## src/rtl/machine_timer.sv

```systemverilog
// rtl/machine_timer.sv - memory-mapped RISC-V machine timer (mtime/mtimecmp) with prescaler
//
// Purpose:
//   Holds a 64-bit mtime counter that is advanced by a programmable prescaler,
//   and a 64-bit mtimecmp compare register. It drives a registered,
//   level-sensitive timer_interrupt while ie is set and mtime >= mtimecmp.
//   Registers are reached through a single-cycle req/ack port.
//
// Register map (byte offsets, addr[1:0] ignored):
//   0x00 mtime_lo     0x04 mtime_hi (returns hi_shadow)
//   0x08 mtimecmp_lo  0x0C mtimecmp_hi
//   0x10 ctrl         bit0 en, bit1 ie
//   0x14 prescale     low PRESCALE_W bits
//   0x18-0x1C         read 0, writes ignored
//
// Ports:
//   clk             system clock, rising edge
//   rst             asynchronous active-low reset
//   req             one-cycle access request
//   we              1 = write, 0 = read (sampled with req)
//   addr[4:0]       byte offset
//   wdata[31:0]     write data (sampled with req)
//   rdata[31:0]     read data, valid while ack = 1, 0 otherwise
//   ack             one-cycle completion, the cycle after req
//   timer_interrupt machine timer interrupt, level
module machine_timer #(
  parameter int          PRESCALE_W   = 16,
  parameter logic [63:0] MTIMECMP_RST = 64'hFFFF_FFFF_FFFF_FFFF
) (
  input  logic        clk,
  input  logic        rst,
  input  logic        req,
  input  logic        we,
  input  logic [4:0]  addr,
  input  logic [31:0] wdata,
  output logic [31:0] rdata,
  output logic        ack,
  output logic        timer_interrupt
);

  localparam logic [2:0] IDX_MTIME_LO = 3'd0;
  localparam logic [2:0] IDX_MTIME_HI = 3'd1;
  localparam logic [2:0] IDX_CMP_LO   = 3'd2;
  localparam logic [2:0] IDX_CMP_HI   = 3'd3;
  localparam logic [2:0] IDX_CTRL     = 3'd4;
  localparam logic [2:0] IDX_PRESCALE = 3'd5;

  logic [63:0]           r_mtime;
  logic [63:0]           r_mtimecmp;
  logic                  r_en;
  logic                  r_ie;
  logic [PRESCALE_W-1:0] r_prescale;
  logic [PRESCALE_W-1:0] r_pcnt;
  logic [31:0]           r_hi_shadow;
  logic [31:0]           r_rdata;
  logic                  r_ack;
  logic                  r_irq;

  logic [2:0]            w_idx;
  logic                  w_wr;
  logic                  w_rd;
  logic                  w_tick;
  logic                  w_cmp_hit;
  logic [31:0]           w_rd_data;
  logic [63:0]           w_mtime_next;
  logic [PRESCALE_W-1:0] w_pcnt_next;
  logic                  w_unused_addr;

  assign w_idx         = addr[4:2];
  assign w_wr          = req & we;
  assign w_rd          = req & ~we;
  assign w_unused_addr = &{1'b0, addr[1:0]};

  // A tick is the cycle in which the prescaler counter has reached its limit.
  assign w_tick    = r_en && (r_pcnt == r_prescale);
  assign w_cmp_hit = (r_mtime >= r_mtimecmp);

  // Read mux on current register values; mtime_hi comes from the shadow so a
  // lo-then-hi read pair is coherent across a carry.
  always_comb begin
    w_rd_data = 32'd0;
    case (w_idx)
      IDX_MTIME_LO: w_rd_data = r_mtime[31:0];
      IDX_MTIME_HI: w_rd_data = r_hi_shadow;
      IDX_CMP_LO:   w_rd_data = r_mtimecmp[31:0];
      IDX_CMP_HI:   w_rd_data = r_mtimecmp[63:32];
      IDX_CTRL:     w_rd_data = {30'd0, r_ie, r_en};
      IDX_PRESCALE: w_rd_data = 32'(r_prescale);
      default:      w_rd_data = 32'd0;
    endcase
  end

  // A bus write to either mtime half wins over a same-cycle tick: the
  // addressed half is replaced, the other keeps its pre-tick value, and the
  // tick is lost.
  always_comb begin
    w_mtime_next = r_mtime;
    if (w_wr && (w_idx == IDX_MTIME_LO)) begin
      w_mtime_next = {r_mtime[63:32], wdata};
    end else if (w_wr && (w_idx == IDX_MTIME_HI)) begin
      w_mtime_next = {wdata, r_mtime[31:0]};
    end else if (w_tick) begin
      w_mtime_next = r_mtime + 64'd1;
    end
  end

  // Writing prescale restarts the divide period from zero.
  always_comb begin
    w_pcnt_next = r_pcnt;
    if (w_wr && (w_idx == IDX_PRESCALE)) begin
      w_pcnt_next = '0;
    end else if (r_en) begin
      w_pcnt_next = w_tick ? '0 : r_pcnt + 1'b1;
    end
  end

  always_ff @(posedge clk or negedge rst) begin
    if (!rst) begin
      r_mtime    <= 64'd0;
      r_pcnt     <= '0;
    end else begin
      r_mtime    <= w_mtime_next;
      r_pcnt     <= w_pcnt_next;
    end
  end

  always_ff @(posedge clk or negedge rst) begin
    if (!rst) begin
      r_mtimecmp <= MTIMECMP_RST;
      r_en       <= 1'b0;
      r_ie       <= 1'b0;
      r_prescale <= '0;
    end else if (w_wr) begin
      case (w_idx)
        IDX_CMP_LO:   r_mtimecmp[31:0]  <= wdata;
        IDX_CMP_HI:   r_mtimecmp[63:32] <= wdata;
        IDX_CTRL: begin
          r_en <= wdata[0];
          r_ie <= wdata[1];
        end
        IDX_PRESCALE: r_prescale <= wdata[PRESCALE_W-1:0];
        default: ;
      endcase
    end
  end

  // Response path: ack one cycle after req, rdata only for reads.
  always_ff @(posedge clk or negedge rst) begin
    if (!rst) begin
      r_ack       <= 1'b0;
      r_rdata     <= 32'd0;
      r_hi_shadow <= 32'd0;
    end else begin
      r_ack   <= req;
      r_rdata <= w_rd ? w_rd_data : 32'd0;
      if (w_rd && (w_idx == IDX_MTIME_LO)) begin
        r_hi_shadow <= r_mtime[63:32];
      end
    end
  end

  // Interrupt is registered from the registered compare operands, so a change
  // to mtime or mtimecmp shows up two cycles after the cycle that caused it.
  always_ff @(posedge clk or negedge rst) begin
    if (!rst) begin
      r_irq <= 1'b0;
    end else begin
      r_irq <= r_ie & w_cmp_hit;
    end
  end

  assign rdata           = r_rdata;
  assign ack             = r_ack;
  assign timer_interrupt = r_irq;

endmodule

```

## config.mk

```make
export PLATFORM = sky130hd
export DESIGN_NAME = machine_timer
export DESIGN_NICKNAME = d
export VERILOG_FILES = /design/src/rtl/machine_timer.sv
export SDC_FILE = /design/constraint.sdc
export NUM_CORES = 1
export LEC_CHECK = 0
export CORE_MARGIN = 2
export CORE_UTILIZATION = 52
export DETAILED_ROUTE_END_ITERATION = 10
export PLACE_DENSITY = 0.74
export RECOVER_POWER = 25
export SETUP_SLACK_MARGIN = 0.1
export SYNTH_ARGS = -nofsm -noshare
export SYNTH_HDL_FRONTEND = slang
export SYNTH_SLANG_ARGS = --single-unit
```

## constraint.sdc

```tcl
create_clock -name clk -period 3.3 [get_ports clk]
set_input_delay 0.66 -clock clk [delete_from_list [all_inputs] [get_ports clk]]
set_output_delay 0.66 -clock clk [all_outputs]
set_load 0.005 [all_outputs]
```

==> out/qor.txt, run 1 <==
status = complete, but fails checks
failing checks = capacitance limit, slew limit
Inserted Clock Buffers = 26
power density cells = 544.2 mW/mm^2
DRC = 0
DRT antenna net count = 0
Levels on crit path = 6
Netlist Area Pre-Place = 0.01323 mm^2
largest net degree at the start of global routing = 85
Power Total = 8.349 mW
total gr overflow = 0
Gate Count Post-Synth = 1,464
max-cap viol count = 1
Final min period = 2.883 ns
crit-path cells = nand2_1, nor4_4, nand4_1, nor3_2, nor4b_1, o32a_1
post-layout util = 0.6109
syn nets = 1,571
RR Endpoint = r_mtime[61]$_DFFE_PN0P_
vias in the first global route = 11,660
ys flop type = dfrtp_1
worst hold margin = 0.4954 ns
input/output buffers = 72
Final Hold Vio Count = 0
leakage = 6.350 nW
H-Tree Depth = 1
worst slew pin tran = 2.295 ns
post-cts repair resize count = 0
# rows = 58
Core Area = 0.02511 mm^2
Net count, final = 1,643
first-pass GRT wire length = 64,560 um
Max Transition Viols Final = 85
clk buf depth = 3
initial core utilization = 0.5268
clk_skew = 0.01382 ns
hold path depth = 2
slowest CP cell = dfrtp_1
drt first pass iters = 7
RSZ-0062 raised after global routing = no
Worst R2R Start = r_mtime[15]$_DFFE_PN0P_
post-synthesis async set-or-reset flop share = 1.000
die height = 163.5 um
Worst VDD drop = 0.3843 mV
Ys Warns = 0
Die Wd = 163.5 um
crit path kind = register to register
post-CTS setup buffer count = 0
hold path start = r_hi_shadow[30]$_DFFE_PN0P_
Worst Hold Class = register to register
crit path max fanout = 10
routed vias = 11,990
CP delay by family, top = simple AND/OR/NAND/NOR gates
R2R setup slack = 0.42 ns
Worst slew margin = -0.5300
placer congestion estimate = 0.9324
Place WS = 0.2078 ns
Critical Path AT = 3.36 ns
Area Overhead vs Synth = 15.97%
share of cells above drive strength 1 = 0.1517
Buffers & Inverters on Critical Path = 0
Final setup viols = 0
TNS Setup = 0 ns
CP required = 3.77 ns
crit end category = register
register bit total from synthesis = 228
Antenna Cells = 0
area of the die = 0.02673 mm^2
initial antenna violation count = 0
syn_area_per_cell = 9.035 um^2
CP startpoint kind = register
f_max = 0.3468 GHz
Worst-path clk slew = 0.06 ns
number of placed I/O pins = 75
Post-synth EDFFs = 0
clock root buffer = clkbuf_16
Post-DP HPWL = 28,830 um
worst hold endpoint = r_hi_shadow[30]$_DFFE_PN0P_
GRT Total Usage = 0.3088
CTS tree = built
worst-case reg-to-reg path depth = 6
crit-path max cell delay = 0.61 ns
Via density = 6.359
Routed wire per std cell = 21.53 um
Seq/Total Area, Yosys = 0.4374
final worst slack = 0.4168 ns
TritonCTS sink count = 228
clock latency on the worst-skew pair = 0.54 ns
fin crit share = 0.8737
post-synth cell types = 76
DR iter-0 viols = 1,291
total wire length = 40,600 um
# hold bufs at CTS = 0
state kept, by name, summed over array words and instances (netlist names):
signal and cells:
r_mtimecmp 64, r_pcnt 16, r_prescale 16, timer_interrupt 1
r_en 1, ack 1, r_hi_shadow 32, r_mtime 64
rdata 32, r_ie 1
worst max path at each step:
stage                                          start                     endpoint  slack (ns)
final                        r_mtime[15]$_DFFE_PN0P_      r_mtime[61]$_DFFE_PN0P_        0.42
after global routing                             rst  r_hi_shadow[16]$_DFFE_PN0P_        0.19
after CTS                 r_mtimecmp[30]$_DFFE_PN1P_    timer_interrupt$_DFF_PN0_        0.48
after detailed placement                     addr[2]      r_mtime[11]$_DFFE_PN0P_        0.21
after global placement                       addr[2]       r_mtime[6]$_DFFE_PN0P_        0.29
after floorplan                              addr[4]       r_mtime[0]$_DFFE_PN0P_        0.94
power breakdown:
group | switching, mW | internal (mW) | leakage, nW | total, mW
clock network | 1.18 | 1.69 | 0.415 | 2.87
registers | 0.409 | 3.34 | 2.72 | 3.75
logic | 0.985 | 0.742 | 3.21 | 1.73
total | 2.58 | 5.77 | 6.35 | 8.35
worst register-to-register path, cell delays in order (launching register included):
cell and delay (ns):
dfrtp_1 0.61, nand2_1 0.25, nor4_4 0.46, nand4_1 0.40, nor3_2 0.59, nor4b_1 0.33
o32a_1 0.19
area by class of cell:
class | instances | area (um^2)
Clock buffer | 39 | 770.7
Clock inverter | 9 | 75.07
Sequential cell | 228 | 5786
Multi-Input combinational cell | 1070 | 6820
Tap cell | 330 | 412.9
Inverter | 76 | 285.3
Fill cell | 2157 | 9769
Timing Repair Buffer | 134 | 1190
per-stage QoR:
stage | std cells | instance area [um^2]
3_5_place_dp | 1838 | 14520
2_1_floorplan | 1464 | 13230
5_1_grt | 1886 | 15340
6_report | 1886 | 15340
4_1_cts | 1886 | 15370
3_3_place_gp | 1838 | 14520
synthesized netlist by cell type (23+ instances only):
master,count,area (um^2)
nand2_1,222,833.3
dfstp_2,64,1682
o21ai_0,116,580.6
nor3_1,32,160.2
nor2_1,92,345.3
a22oi_1,64,480.5
clkbuf_1,63,236.5
dfrtp_1,164,4104
nor4_1,23,143.9
a21oi_1,74,370.4
inv_1,76,285.3
nand4_1,24,150.1
nand3_1,36,180.2
mux2_2,37,416.7
o22ai_1,24,150.1
ha_1,66,825.8
layout by cell type (no fill, tap or decap), types with 14 or more instances in the layout:
cell type,n
mux2_2,37
nand2_1,221
o22ai_1,24
nor3_1,31
nor4_1,23
a22oi_1,64
o21ai_0,116
and2_1,14
nand3_1,36
clkbuf_16,27
xor2_1,14
buf_4,59
nand4_1,24
dfrtp_1,164
and3_1,17
ha_1,66
dfstp_2,64
inv_1,76
nor2_1,92
clkdlybuf4s50_1,70
a21oi_1,74
logic make-up (layout without fill, tap and decap cells):
kind of cell,Yosys count,count (layout),synth area share
AND/OR/NAND/NOR,542,542,0.2063
AO/OA/AOI/OAI,393,393,0.1905
flip-flops,228,228,0.4374
buffers and inverters,166,258,0.04919
adder cells (fa/ha/maj),66,66,0.06243
multiplexers,43,43,0.03698
XOR/XNOR,26,26,0.01722
per-layer routing:
layer | wire length (um) | GRT usage | vias to the layer above
met4 | 1719 | 0.1256 | 0
met2 | 18050 | 0.4716 | 614
met5 | 0 | 0 | -
met3 | 3933 | 0.06272 | 126
met1 | 16900 | 0.4306 | 5812
li1 | - | - | 5441
No activity file was read; power rests on OpenSTA's default activity.
==> run 2: changes to the inputs <==
==> constraint.sdc (replaced) <==
create_clock -name clk -period 3.7 [get_ports clk]
set_input_delay 0.74 -clock clk [delete_from_list [all_inputs] [get_ports clk]]
set_output_delay 0.74 -clock clk [all_outputs]
set_load 0.005 [all_outputs]
==> out/qor.txt, run 2 (synthesized netlist as in run 1, its figures left out) <==
status = complete, but fails checks
failing checks = capacitance limit, slew limit
input/output buffers = 72 (unchanged)
Switching Share = 0.3033 (-0.005565)
register share of total power = 0.444 (-0.005)
Worst R2R Start = r_prescale[15]$_DFFE_PN0P_
Worst-path clk slew = 0.06 ns (about the same)
DP Cell Count = 1,820 (-0.98%)
crit-path cells = xnor2_1, nand4_1, or2_1, or2_1, a21oi_2, a22oi_1
area of the die = 0.02673 mm^2 (unchanged)
fin area = 0.01529 mm^2 (-0.31%)
worst-case reg-to-reg path depth = 6 (unchanged)
Max Transition Viols Final = 90 (+5.9%)
post-cts repair resize count = 0 (unchanged)
# rows = 58 (unchanged)
Worst Hold Class = register to register
Levels on crit path = 6 (unchanged)
DRT antenna net count = 0 (unchanged)
Final min period = 3.009 ns (+0.1260 ns)
Critical Path AT = 3.38 ns (+0.02 ns)
Critical Path End = r_mtime[41]$_DFFE_PN0P_
total gr overflow = 0 (unchanged)
crit end category = register
number of placed I/O pins = 75 (unchanged)
f_max = 0.3323 GHz (-4.2%)
CP delay by family, top = simple AND/OR/NAND/NOR gates
Comb power frac = 0.200 (-0.007)
Die Wd = 163.5 um (unchanged)
initial antenna violation count = 0 (unchanged)
Worst VDD drop = 0.3464 mV (-9.9%)
clk buf depth = 3 (unchanged)
DR iter-0 viols = 1,346 (+4.3%)
largest net degree at the start of global routing = 92 (+8.2%)
placer congestion estimate = 0.9539 (+2.3%)
fin crit share = 0.8133 (-0.06039)
die height = 163.5 um (unchanged)
power density cells = 493.7 mW/mm^2 (-9.3%)
met3 WL post-DR = 3997 um (+1.6%)
drt first pass iters = 8 (+1)
cell-internal power = 5.261 mW (-8.8%)
Net count, final = 1,625 (-1.1%)
R2R setup slack = 0.69 ns (+0.27 ns)
register area = 0.005786 mm^2 (unchanged)
post-CTS setup buffer count = 0 (unchanged)
Core Area = 0.02511 mm^2 (unchanged)
hold path start = r_hi_shadow[30]$_DFFE_PN0P_
most common cell after layout, fill and taps aside = nand2_1
TritonCTS sink count = 228 (unchanged)
top layer in use = met4
max-cap viol count = 1 (unchanged)
CP most frequent cell = or2_1
clock latency on the worst-skew pair = 0.55 ns (about the same)
crit-path max cell delay = 0.70 ns (+0.09 ns)
Area Overhead vs Synth = 15.61%
GRT Total Usage = 0.3082 (-0.0005801)
Buffers & Inverters on Critical Path = 0 (unchanged)
vias in the first global route = 11,330 (-2.8%)
Final setup viols = 0 (unchanged)
first-pass GRT wire length = 64,030 um (-0.83%)
TNS Setup = 0 ns (unchanged)
DR WL met2 = 18,050 um (about the same)
Multi-input gate area = 0.006820 mm^2 (unchanged)
Net Sw Power = 2.290 mW (-11%)
Routed wire per std cell = 21.80 um (+1.3%)
RR Endpoint = r_mtime[41]$_DFFE_PN0P_
Worst slew margin = -0.5577 (-0.02765)
crit path max fanout = 16 (+6)
non-filler cells, final = 1,868 (-0.95%)
Final Hold Vio Count = 0 (unchanged)
RSZ-0062 raised after global routing = no
Area after DPL = 0.01441 mm^2 (-0.76%)
routed vias = 11,890 (-0.83%)
# hold bufs at CTS = 0 (unchanged)
total wire length = 40,730 um (+0.32%)
CTS tree = built
share of cells above drive strength 1 = 0.1411 (-0.01058)
# fillers = 2,163 (+0.28%)
Post-DP HPWL = 28,100 um (-2.6%)
Clk pwr share = 0.355 (+0.011)
DRC = 0 (unchanged)
most frequent cells in the layout = 221 x nand2_1, 164 x dfrtp_1, 116 x o21ai_0, 92 x nor2_1, 76 x inv_1
crit path from = r_prescale[15]$_DFFE_PN0P_
Regs by FF count = r_mtime x64, r_mtimecmp x64
worst slew pin tran = 2.337 ns (+0.04148 ns)
leakage = 6.296 nW (-0.85%)
clk_skew = 0.01736 ns (+0.003538 ns)
Inserted Clock Buffers = 26 (unchanged)
clock root buffer = clkbuf_16
Via density = 6.367 (+0.12%)
H-Tree Depth = 1 (unchanged)
slowest CP cell = a21oi_2
CP startpoint kind = register
crit path kind = register to register
Antenna Cells = 0 (unchanged)
met1 wire length = 17,260 um (+2.1%)
initial core utilization = 0.5268 (unchanged)
CP required = 4.07 ns (+0.30 ns)
## run 2: worst reg2reg max path, delay by kind of cell, from the launching register on
family / cells / cell delay, ns
flip-flops: 1 / 0.42
AND/OR/NAND/NOR: 3 / 1.20
XOR/XNOR: 1 / 0.31
AO/OA/AOI/OAI: 2 / 0.91
## run 2: routing by layer
layer,vias to the layer above,GRT usage
met3,100,0.05307
met2,611,0.4705
li1,5412,-
met5,-,0
met4,0,0.1104
met1,5770,0.4425
## run 2: worst min-delay path by stage
stage | end | cells past startpoint
after floorplan | ack$_DFF_PN0_ | 0
after global placement | r_hi_shadow[30]$_DFFE_PN0P_ | 2
after detailed placement | r_hi_shadow[30]$_DFFE_PN0P_ | 2
after CTS | rdata[5]$_DFF_PN0_ | 1
after global routing | r_hi_shadow[11]$_DFFE_PN0P_ | 1
final | r_hi_shadow[30]$_DFFE_PN0P_ | 2
## run 2: per-stage QoR
step / setup WS [ns] / hold slack, ns / total power [mW] / utilization
final: 0.6908 / 0.4837 / 7.550 / 0.6090
after global routing: 0.6624 / 0.5158 / 7.937 / 0.6090
after CTS: 0.8485 / 0.2378 / 7.543 / 0.6094
after detailed placement: 0.3286 / 0.4787 / 4.851 / 0.5739
after global placement: 0.4364 / 0.4690 / 4.779 / 0.5739
after floorplan: 1.257 / 0.4444 / 4.262 / -
## run 2: area by class of cell
| cell class | count | area share |
|---|---|---|
| clock buffer | 44 | 0.05359 |
| clock inverter | 4 | 0.004746 |
| inverter | 76 | 0.01865 |
| multi-input combinational | 1070 | 0.4460 |
| sequential | 228 | 0.3783 |
| tap | 330 | 0.02700 |
| timing repair buffer | 116 | 0.07167 |
## run 2: power groups by stage
stage	clock, mW	combinational (mW)	sequential, mW
final	2.68	1.51	3.35
after global routing	2.82	1.72	3.40
after CTS	2.71	1.50	3.34
after detailed placement	0	1.48	3.37
after global placement	0	1.42	3.36
after floorplan	0	1.02	3.24
==> run 3: changes to the inputs <==
--- a/config.mk
+++ b/config.mk
@@ -8,7 +8,7 @@
 export CORE_MARGIN = 2
 export CORE_UTILIZATION = 52
 export DETAILED_ROUTE_END_ITERATION = 10
-export PLACE_DENSITY = 0.74
+export PLACE_DENSITY = 0.77
 export RECOVER_POWER = 25
 export SETUP_SLACK_MARGIN = 0.1
 export SYNTH_ARGS = -nofsm -noshare
==> constraint.sdc (replaced) <==
create_clock -name clk -period 2.7 [get_ports clk]
set_input_delay 0.54 -clock clk [delete_from_list [all_inputs] [get_ports clk]]
set_output_delay 0.54 -clock clk [all_outputs]
set_load 0.005 [all_outputs]
==> out/qor.txt, run 3 (synthesized netlist as in run 1, its figures left out) <==
routed vias = 12,460 (+4.8%)
drt first pass iters = 6 (-2)
initial core utilization = 0.5268 (unchanged)
RSZ-0062 raised after global routing = yes
# hold bufs at CTS = 0 (unchanged)
total wire length = 42,760 um (+5.0%)
power density cells = 664.7 mW/mm^2 (+35%)
crit path max fanout = 3 (-13)
clock root buffer = clkbuf_16
Final setup viols = 0 (unchanged)
Max Transition Viols Final = 82 (-8.9%)
failing checks = capacitance limit, slew limit
# rows = 58 (unchanged)
worst hold endpoint = r_hi_shadow[30]$_DFFE_PN0P_
crit end category = register
Via density = 6.412 (+0.70%)
Worst R2R Start = r_mtimecmp[11]$_DFFE_PN1P_
CP required = 3.10 ns (-0.97 ns)
Worst Hold Class = register to register
TritonCTS sink count = 228 (unchanged)
Worst slew margin = -0.5595 (-0.001815)
placer congestion estimate = 0.9727 (+2.0%)
Critical Path AT = 2.97 ns (-0.41 ns)
Worst-path clk slew = 0.06 ns (about the same)
clock latency on the worst-skew pair = 0.55 ns (about the same)
CTS tree = built
share of cells above drive strength 1 = 0.1865 (+0.04540)
Antenna Cells = 0 (unchanged)
Worst VDD drop = 0.4523 mV (+31%)
hold path start = r_hi_shadow[30]$_DFFE_PN0P_
most common cell after layout, fill and taps aside = nand2_1
worst slew pin tran = 2.339 ns (+0.002723 ns)
Net count, final = 1,701 (+4.7%)
DR iter-0 viols = 1,592 (+18%)
first-pass GRT wire length = 67,070 um (+4.8%)
Inserted Clock Buffers = 26 (unchanged)
Regs by FF count = r_mtime x64, r_mtimecmp x64
Die Wd = 163.5 um (unchanged)
TNS Setup = 0 ns (unchanged)
RR Endpoint = timer_interrupt$_DFF_PN0_
initial antenna violation count = 0 (unchanged)
GRT Total Usage = 0.3221 (+0.01382)
Area after DPL = 0.01506 mm^2 (+4.5%)
hold path depth = 2 (unchanged)
status = complete, but fails checks
R2R setup slack = 0.13 ns (-0.56 ns)
die height = 163.5 um (unchanged)
DP Cell Count = 1,896 (+4.2%)
leakage = 6.709 nW (+6.6%)
Routed wire per std cell = 22.00 um (+0.88%)
number of placed I/O pins = 75 (unchanged)
H-Tree Depth = 1 (unchanged)
input/output buffers = 72 (unchanged)
# fillers = 2,121 (-1.9%)
most frequent cells in the layout = 221 x nand2_1, 164 x dfrtp_1, 115 x o21ai_0, 108 x buf_4, 91 x nor2_1
non-filler cells, final = 1,944 (+4.1%)
total gr overflow = 0 (unchanged)
post-CTS setup buffer count = 0 (unchanged)
vias in the first global route = 12,090 (+6.6%)
fin area = 0.01597 mm^2 (+4.4%)
Area Overhead vs Synth = 20.71%
fin crit share = 0.9531 (+0.1398)
clk buf depth = 3 (unchanged)
Post-DP HPWL = 30,400 um (+8.2%)
largest net degree at the start of global routing = 85 (-7.6%)
DRC = 0 (unchanged)
crit path kind = register to register
CP startpoint kind = register
worst-case reg-to-reg path depth = 10 (+4)
Core Area = 0.02511 mm^2 (unchanged)
Final min period = 2.573 ns (-0.4360 ns)
max-cap viol count = 1 (unchanged)
f_max = 0.3886 GHz (+17%)
area of the die = 0.02673 mm^2 (unchanged)
Final Hold Vio Count = 0 (unchanged)
clk_skew = 0.01981 ns (+0.002445 ns)
DRT antenna net count = 0 (unchanged)
==> run 3: cell type report <==
class                      count  area (um^2)  share of cell area
clock buffer                  39        790.8             0.04952
clock inverter                 9        120.1            0.007522
inverter                      76        285.3             0.01787
multi-input combinational   1070         6837              0.4281
sequential                   228         5786              0.3623
tap                          330        412.9             0.02586
timing repair buffer         192         1737              0.1088
==> run 3: per-layer routing <==
metal	wire [um]	up-vias	track usage	share of wire
li1	-	5559	-	-
met1	17340	5991	0.4516	0.41
met2	18910	749	0.4877	0.44
met3	4456	165	0.05587	0.10
met4	2062	0	0.1491	0.048
met5	0	-	0	0
==> run 3: what timing repair did <==
action                     4_1_cts  5_1_grt
resized for setup                0        6
hold endpoints to repair         0        0
setup endpoints to repair        0       11
==> run 3: through the flow <==
| step | utilization | total power [mW] | hold slack (ns) | setup WS [ns] |
|---|---|---|---|---|
| after floorplan | - | 5.840 | 0.2444 | 0.4570 |
| after global placement | 0.5996 | 6.707 | 0.4663 | -0.04161 |
| after detailed placement | 0.5996 | 6.821 | 0.4856 | -0.08348 |
| after CTS | 0.6359 | 10.58 | 0.04646 | 0.1115 |
| after global routing | 0.6359 | 11.11 | 0.5275 | 0.002937 |
| final | 0.6359 | 10.61 | 0.4890 | 0.1267 |
==> run 3: power by group <==
part           total [mW]  switching [mW]  internal [mW]
Clock                3.75            1.46           2.30
Combinational        2.35            1.35           1.01
Sequential           4.51           0.420           4.09
Total                10.6            3.23           7.39
==> run 3: worst max path at each step <==
stage	startpoint	end	depth (start not counted)
6_report	r_mtimecmp[11]$_DFFE_PN1P_	timer_interrupt$_DFF_PN0_	10
5_1_grt	r_mtimecmp[11]$_DFFE_PN1P_	timer_interrupt$_DFF_PN0_	10
4_1_cts	r_mtimecmp[25]$_DFFE_PN1P_	timer_interrupt$_DFF_PN0_	8
3_5_place_dp	addr[4]	r_mtime[24]$_DFFE_PN0P_	9
3_3_place_gp	addr[4]	r_mtime[11]$_DFFE_PN0P_	9
2_1_floorplan	addr[4]	r_mtime[0]$_DFFE_PN0P_	8
==> run 3: critical path: stages (launching register included) <==
cell and delay, ns:
dfstp_2 0.51, inv_1 0.06, ha_1 0.31, a21oi_1 0.15
o21ai_0 0.09, a2111oi_0 0.48, buf_4 0.21, o22ai_1 0.07
buf_4 0.18, a2111oi_1 0.25, nor3_1 0.12
